File: src/rtl/c7bifu_ibuf.sv
// c7b IFU instruction buffer: circular FIFO of {excp, pc, inst} between fetch return and decode.
// Define C7BIFU_IBUF_BYPASS_EN to forward fetch straight to decode when the buffer is empty.
module c7bifu_ibuf #(
  parameter int DEPTH = 4,
  parameter int CNTW  = $clog2(DEPTH) + 1
) (
  input  logic            clk,
  input  logic            reset,
  input  logic            flush,
  input  logic            fetch_vld,
  input  logic [31:0]     fetch_inst,
  input  logic [31:0]     fetch_pc,
  input  logic            fetch_excp,
  output logic            fetch_rdy,
  output logic            de_vld,
  output logic [31:0]     de_inst,
  output logic [31:0]     de_pc,
  output logic            de_excp,
  input  logic            de_rdy,
  output logic [CNTW-1:0] ibuf_cnt
);

  localparam int PW = $clog2(DEPTH);

  logic [31:0]     inst_q [DEPTH];
  logic [31:0]     inst_d [DEPTH];
  logic [31:0]     pc_q   [DEPTH];
  logic [31:0]     pc_d   [DEPTH];
  logic            excp_q [DEPTH];
  logic            excp_d [DEPTH];
  logic [PW-1:0]   wptr_q, wptr_d;
  logic [PW-1:0]   rptr_q, rptr_d;
  logic [CNTW-1:0] cnt_q, cnt_d;

  logic empty_s, full_s, byp_s, enq_s, deq_s;

  // State registers; reset clears pointers, count and every entry.
  always_ff @(posedge clk or posedge reset) begin
    if (reset) begin
      wptr_q <= '0;
      rptr_q <= '0;
      cnt_q  <= '0;
      for (int i = 0; i < DEPTH; i++) begin
        inst_q[i] <= 32'h0;
        pc_q[i]   <= 32'h0;
        excp_q[i] <= 1'b0;
      end
    end else begin
      wptr_q <= wptr_d;
      rptr_q <= rptr_d;
      cnt_q  <= cnt_d;
      inst_q <= inst_d;
      pc_q   <= pc_d;
      excp_q <= excp_d;
    end
  end

  // Handshake and head-of-queue presentation.
  always_comb begin
    empty_s   = (cnt_q == '0);
    full_s    = (cnt_q == CNTW'(DEPTH));
    fetch_rdy = !full_s;
    byp_s     = 1'b0;
`ifdef C7BIFU_IBUF_BYPASS_EN
    byp_s     = empty_s & fetch_vld & !flush;
`endif
    de_vld    = byp_s | (!empty_s & !flush);
    if (byp_s) begin
      de_inst = fetch_inst;
      de_pc   = fetch_pc;
      de_excp = fetch_excp;
    end else if (!empty_s) begin
      de_inst = inst_q[rptr_q];
      de_pc   = pc_q[rptr_q];
      de_excp = excp_q[rptr_q];
    end else begin
      de_inst = 32'h0;
      de_pc   = 32'h0;
      de_excp = 1'b0;
    end
    // A bypassed instruction consumed this cycle never touches storage.
    enq_s = fetch_vld & !full_s & !flush & !(byp_s & de_rdy);
    deq_s = de_vld & de_rdy & !byp_s;
  end

  // Next-state: entry write, pointer advance, occupancy; flush wins over everything.
  always_comb begin
    inst_d = inst_q;
    pc_d   = pc_q;
    excp_d = excp_q;
    wptr_d = wptr_q;
    rptr_d = rptr_q;
    cnt_d  = cnt_q;
    if (enq_s) begin
      inst_d[wptr_q] = fetch_inst;
      pc_d[wptr_q]   = fetch_pc;
      excp_d[wptr_q] = fetch_excp;
      wptr_d         = wptr_q + PW'(1);
    end else begin
      wptr_d = wptr_q;
    end
    if (deq_s) begin
      rptr_d = rptr_q + PW'(1);
    end else begin
      rptr_d = rptr_q;
    end
    case ({enq_s, deq_s})
      2'b10:   cnt_d = cnt_q + CNTW'(1);
      2'b01:   cnt_d = cnt_q - CNTW'(1);
      default: cnt_d = cnt_q;
    endcase
    if (flush) begin
      wptr_d = '0;
      rptr_d = '0;
      cnt_d  = '0;
    end else begin
      cnt_d = cnt_d;
    end
  end

  assign ibuf_cnt = cnt_q;

endmodule

File: config.mk
export PLATFORM = sky130hd
export DESIGN_NAME = c7bifu_ibuf
export DESIGN_NICKNAME = d
export VERILOG_FILES = /design/src/rtl/c7bifu_ibuf.sv
export SDC_FILE = /design/constraint.sdc
export NUM_CORES = 1
export LEC_CHECK = 0
export CAP_MARGIN = 25
export CORE_MARGIN = 2
export CORE_UTILIZATION = 29
export CTS_CLUSTER_SIZE = 20
export DETAILED_ROUTE_END_ITERATION = 7
export GPL_TIMING_DRIVEN = 0
export PLACE_DENSITY = 0.53
export SETUP_SLACK_MARGIN = 0.3
export SYNTH_ARGS = -nofsm -noshare
export SYNTH_HDL_FRONTEND = slang
export SYNTH_SLANG_ARGS = --single-unit
export TNS_END_PERCENT = 5
File: constraint.sdc
create_clock -name clk -period 9.45 [get_ports clk]
set_input_delay 1.89 -clock clk [delete_from_list [all_inputs] [get_ports clk]]
set_output_delay 1.89 -clock clk [all_outputs]
set_load 0.01 [all_outputs]
==> flow_summary_export.csv <==
group,metric,value,unit
timing,rsz0062_at_grt,"false",
power,peakVddDrop,0.000111,V
routing,ant_nets,0,
routing,drtPass1Iterations,4,
clocking,cts_buffers,31,
flow_run,drv_cap,0,
setup_path,critPathLaunchType,"register",
logic_synthesis,yosys-top-cells-area,"dfrtp_1 54%, mux2_2 19%, mux4_2 12%, mux2_4 6.1%, nor2b_1 3.4%",
logic_synthesis,syn_inst,767,
global_routing,use_met2,22.2,%
floorplanning,die_height,211,um
timing,tns,0,ns
worst_hold_path,min_path_cells,1,
routing,wl_per_cell,20.1,um
floorplanning,start_util,29.5,%
global_routing,track_usage,14.1,%
place,routabilityCongestion,0.724,
setup_path,slowest_stage,"clkbuf_1",
logic_synthesis,synth_seq_area_share,53.9,%
setup_path,worstSetupEndpointType,"output pin",
timing,setup_viol,0,
setup_path,reg2reg_from,"ibuf_cnt[2]",
global_routing,grt-ovfl-total,0,
timing,worst_pin_slew,0.890,ns
global_routing,antenna_found_initial,5,
worst_hold_path,worstHoldEndpoint,"inst_q[26]",
logic_synthesis,yosys_warnings,0,
routing,viasPerCell,4.66,
clocking,cts_buffer_depth,3,
floorplanning,core,42000,sq um
place,dpl.hpwl,20.7,mm
timing,relSlewSlack,39.9,%
routing,drt-initial-drc-count,269,
floorplanning,ios,140,
timing,period_needed,5.56,ns
setup_path,reg2regPathDepth,7,
logic_synthesis,postSynthAreaPerCell,16.2,sq um
setup_path,cp_common_cell,"clkbuf_1",
timing,drv_slew,0,
floorplanning,fp.dieW,211,um
finish,syn_to_final_growth,26.2,%
finish,nets,1022,
logic_synthesis,synth_edf_count,0,
finish,drive_above_1_share,44.6,%
logic_synthesis,syn_area,12400,sq um
finish,design_area,15700,sq um
logic_synthesis,synth_top_area_share,53.9,%
clocking,cts_tree,"done",
place,io_buffer_count,139,
power,p_leak,6.64,nW
routing,drc,0,
global_routing,grt_max_degree,41,
logic_synthesis,syn-num-nets,842,
timing,hold_violations,0,
setup_path,cp_max_fo,10,
timing,max_freq,180,MHz
power,power_density,239,nW/um^2
logic_synthesis,synthArstFlopShare,100,%
worst_hold_path,min_from,"inst_q[26]",
logic_synthesis,synth.distinct_cells,36,
clocking,htree_levels,1,
floorplanning,fp-row-count,75,
logic_synthesis,yosysMostFrequentCell,"dfrtp_1",
clocking,cts.sinks,267,
global_routing,grt_first_pass_wirelength,47.9,mm
worst_hold_path,hp-class,"reg2reg",
setup_path,crit_chain,"clkbuf_1 -> nor3_1 -> clkbuf_1 -> clkbuf_1 -> nor2b_1 -> clkdlybuf4s50_1",
global_routing,grt_pass1_vias,7755,
clocking,cts_hold_buffers,0,
timing,fin_skew,0.0139,ns
logic_synthesis,synth_top_area_cell,"dfrtp_1",
status,status,"finished clean",
setup_path,cp.arrival,3.67,ns
clocking,clk_pin_slew,0.06,ns
global_routing,grt_busiest_layer,"met2",
clocking,clk_latency,0.57,ns
routing,dr_total_vias,7046,
floorplanning,die-area,44400,sq um
place,dpl-instance-area,14600,sq um
logic_synthesis,synthFlopType,"dfrtp_1",
setup_path,crit_type,"reg2out",
global_routing,grt_use_met3,2.62,%
setup_path,r2r_slack,7.06,ns
setup_path,worstPathRequired,7.56,ns
logic_synthesis,ys_seq_elements,267,
setup_path,slowest_delay,0.67,ns
clocking,cts_setup_buffers,0,
global_routing,grt_util_met1,20.0,%
clocking,ctsResizeCount,0,
logic_synthesis,synth_common_cells,"267 x dfrtp_1, 210 x mux2_2, 67 x nor2b_1, 65 x mux4_2, 50 x mux2_4",
clocking,cts_root_buffer,"clkbuf_16",
timing,layout_worst_path_cycle_share,58.9,%
routing,postRouteWirelength,30.4,mm
setup_path,timing.rr.end,"ibuf_cnt[2]",
registers in the layout, summed over array words and instances (netlist names):
register	flops
excp_q	4
rptr_q	2
ibuf_cnt	3
inst_q	128
pc_q	128
wptr_q	2
placed cells by master (no fill, tap or decap), types with 5 or more instances in the layout:
cell	instances
dfrtp_1	267
mux2_2	210
clkdlybuf4s50_1	139
nor2b_1	67
mux4_2	65
mux2_4	50
clkbuf_16	31
buf_4	20
clkbuf_1	17
buf_2	16
clkbuf_8	10
buf_6	8
nor2_1	7
nand3_1	7
buf_12	7
clkinv_2	5
logic make-up (layout without fill, tap and decap cells):
| group | after synthesis | count (layout) | share of synthesized area, % |
|---|---|---|---|
| buffers and inverters | 61 | 263 | 3.10 |
| xor gates and xnor gates | 3 | 3 | 0.212 |
| AOI/OAI and AO/OA | 16 | 16 | 0.868 |
| DFF | 267 | 267 | 53.9 |
| muxes | 325 | 325 | 36.9 |
| other | 0 | 3 | 0 |
| and+or+nand+nor | 90 | 90 | 4.47 |
| adders and majority gates | 5 | 5 | 0.565 |
stage by stage:
step / std cells / hold WS (ns) / setup slack, ns / utilization (%) / total power [mW]
4_1_cts: 1508 / 0.501 / 3.74 / 37.2 / 3.81
5_1_grt: 1509 / 0.512 / 3.58 / 37.2 / 3.96
2_1_floorplan: 767 / 0.474 / 4.03 / - / 2.26
6_report: 1511 / 0.498 / 3.89 / 37.2 / 3.74
3_3_place_gp: 1445 / 0.481 / 1.71 / 34.4 / 2.58
3_5_place_dp: 1453 / 0.487 / 4.03 / 34.8 / 2.60
worst max-delay path: cells and delay by family (launching register included):
kind                   cells  cell delay [ns]
buffers and inverters      4             2.05
flip-flops                 1             0.40
AND/OR/NAND/NOR            2             0.65
where the power goes:
group / leakage (nW) / internal (mW) / switching [mW]
clock network: 0.498 / 0.703 / 0.472
registers: 3.36 / 1.46 / 0.150
logic: 2.79 / 0.622 / 0.331
total: 6.64 / 2.79 / 0.954
area by class of cell:
| class | count | area (sq um) |
|---|---|---|
| Tap cell | 539 | 674 |
| Sequential cell | 267 | 6680 |
| Inverter | 5 | 22.5 |
| Antenna cell | 3 | 7.51 |
| Clock buffer | 46 | 932 |
| Fill cell | 3999 | 26400 |
| Buffer | 56 | 365 |
| Timing Repair Buffer | 147 | 1560 |
| Clock inverter | 9 | 78.8 |
| Multi-Input combinational cell | 439 | 5340 |
metal layers:
metal / vias to the layer above / wire length (um)
met3: 36 / 1250
met1: 3737 / 14500
met5: - / 25
met2: 108 / 14200
met4: 4 / 477
li1: 3161 / -
worst max path at each step:
stage,startpoint,endpoint,slack [ns],cells past startpoint
finish,ibuf_cnt[2],de_pc[26],3.89,6
floorplan,reset,excp_q[0],4.03,1
detailed placement,flush,de_vld,4.03,4
CTS,ibuf_cnt[2],de_pc[26],3.74,6
global route,ibuf_cnt[2],de_pc[26],3.58,6
global placement,reset,inst_q[55],1.71,2
Power figures use the tool's default switching activity.
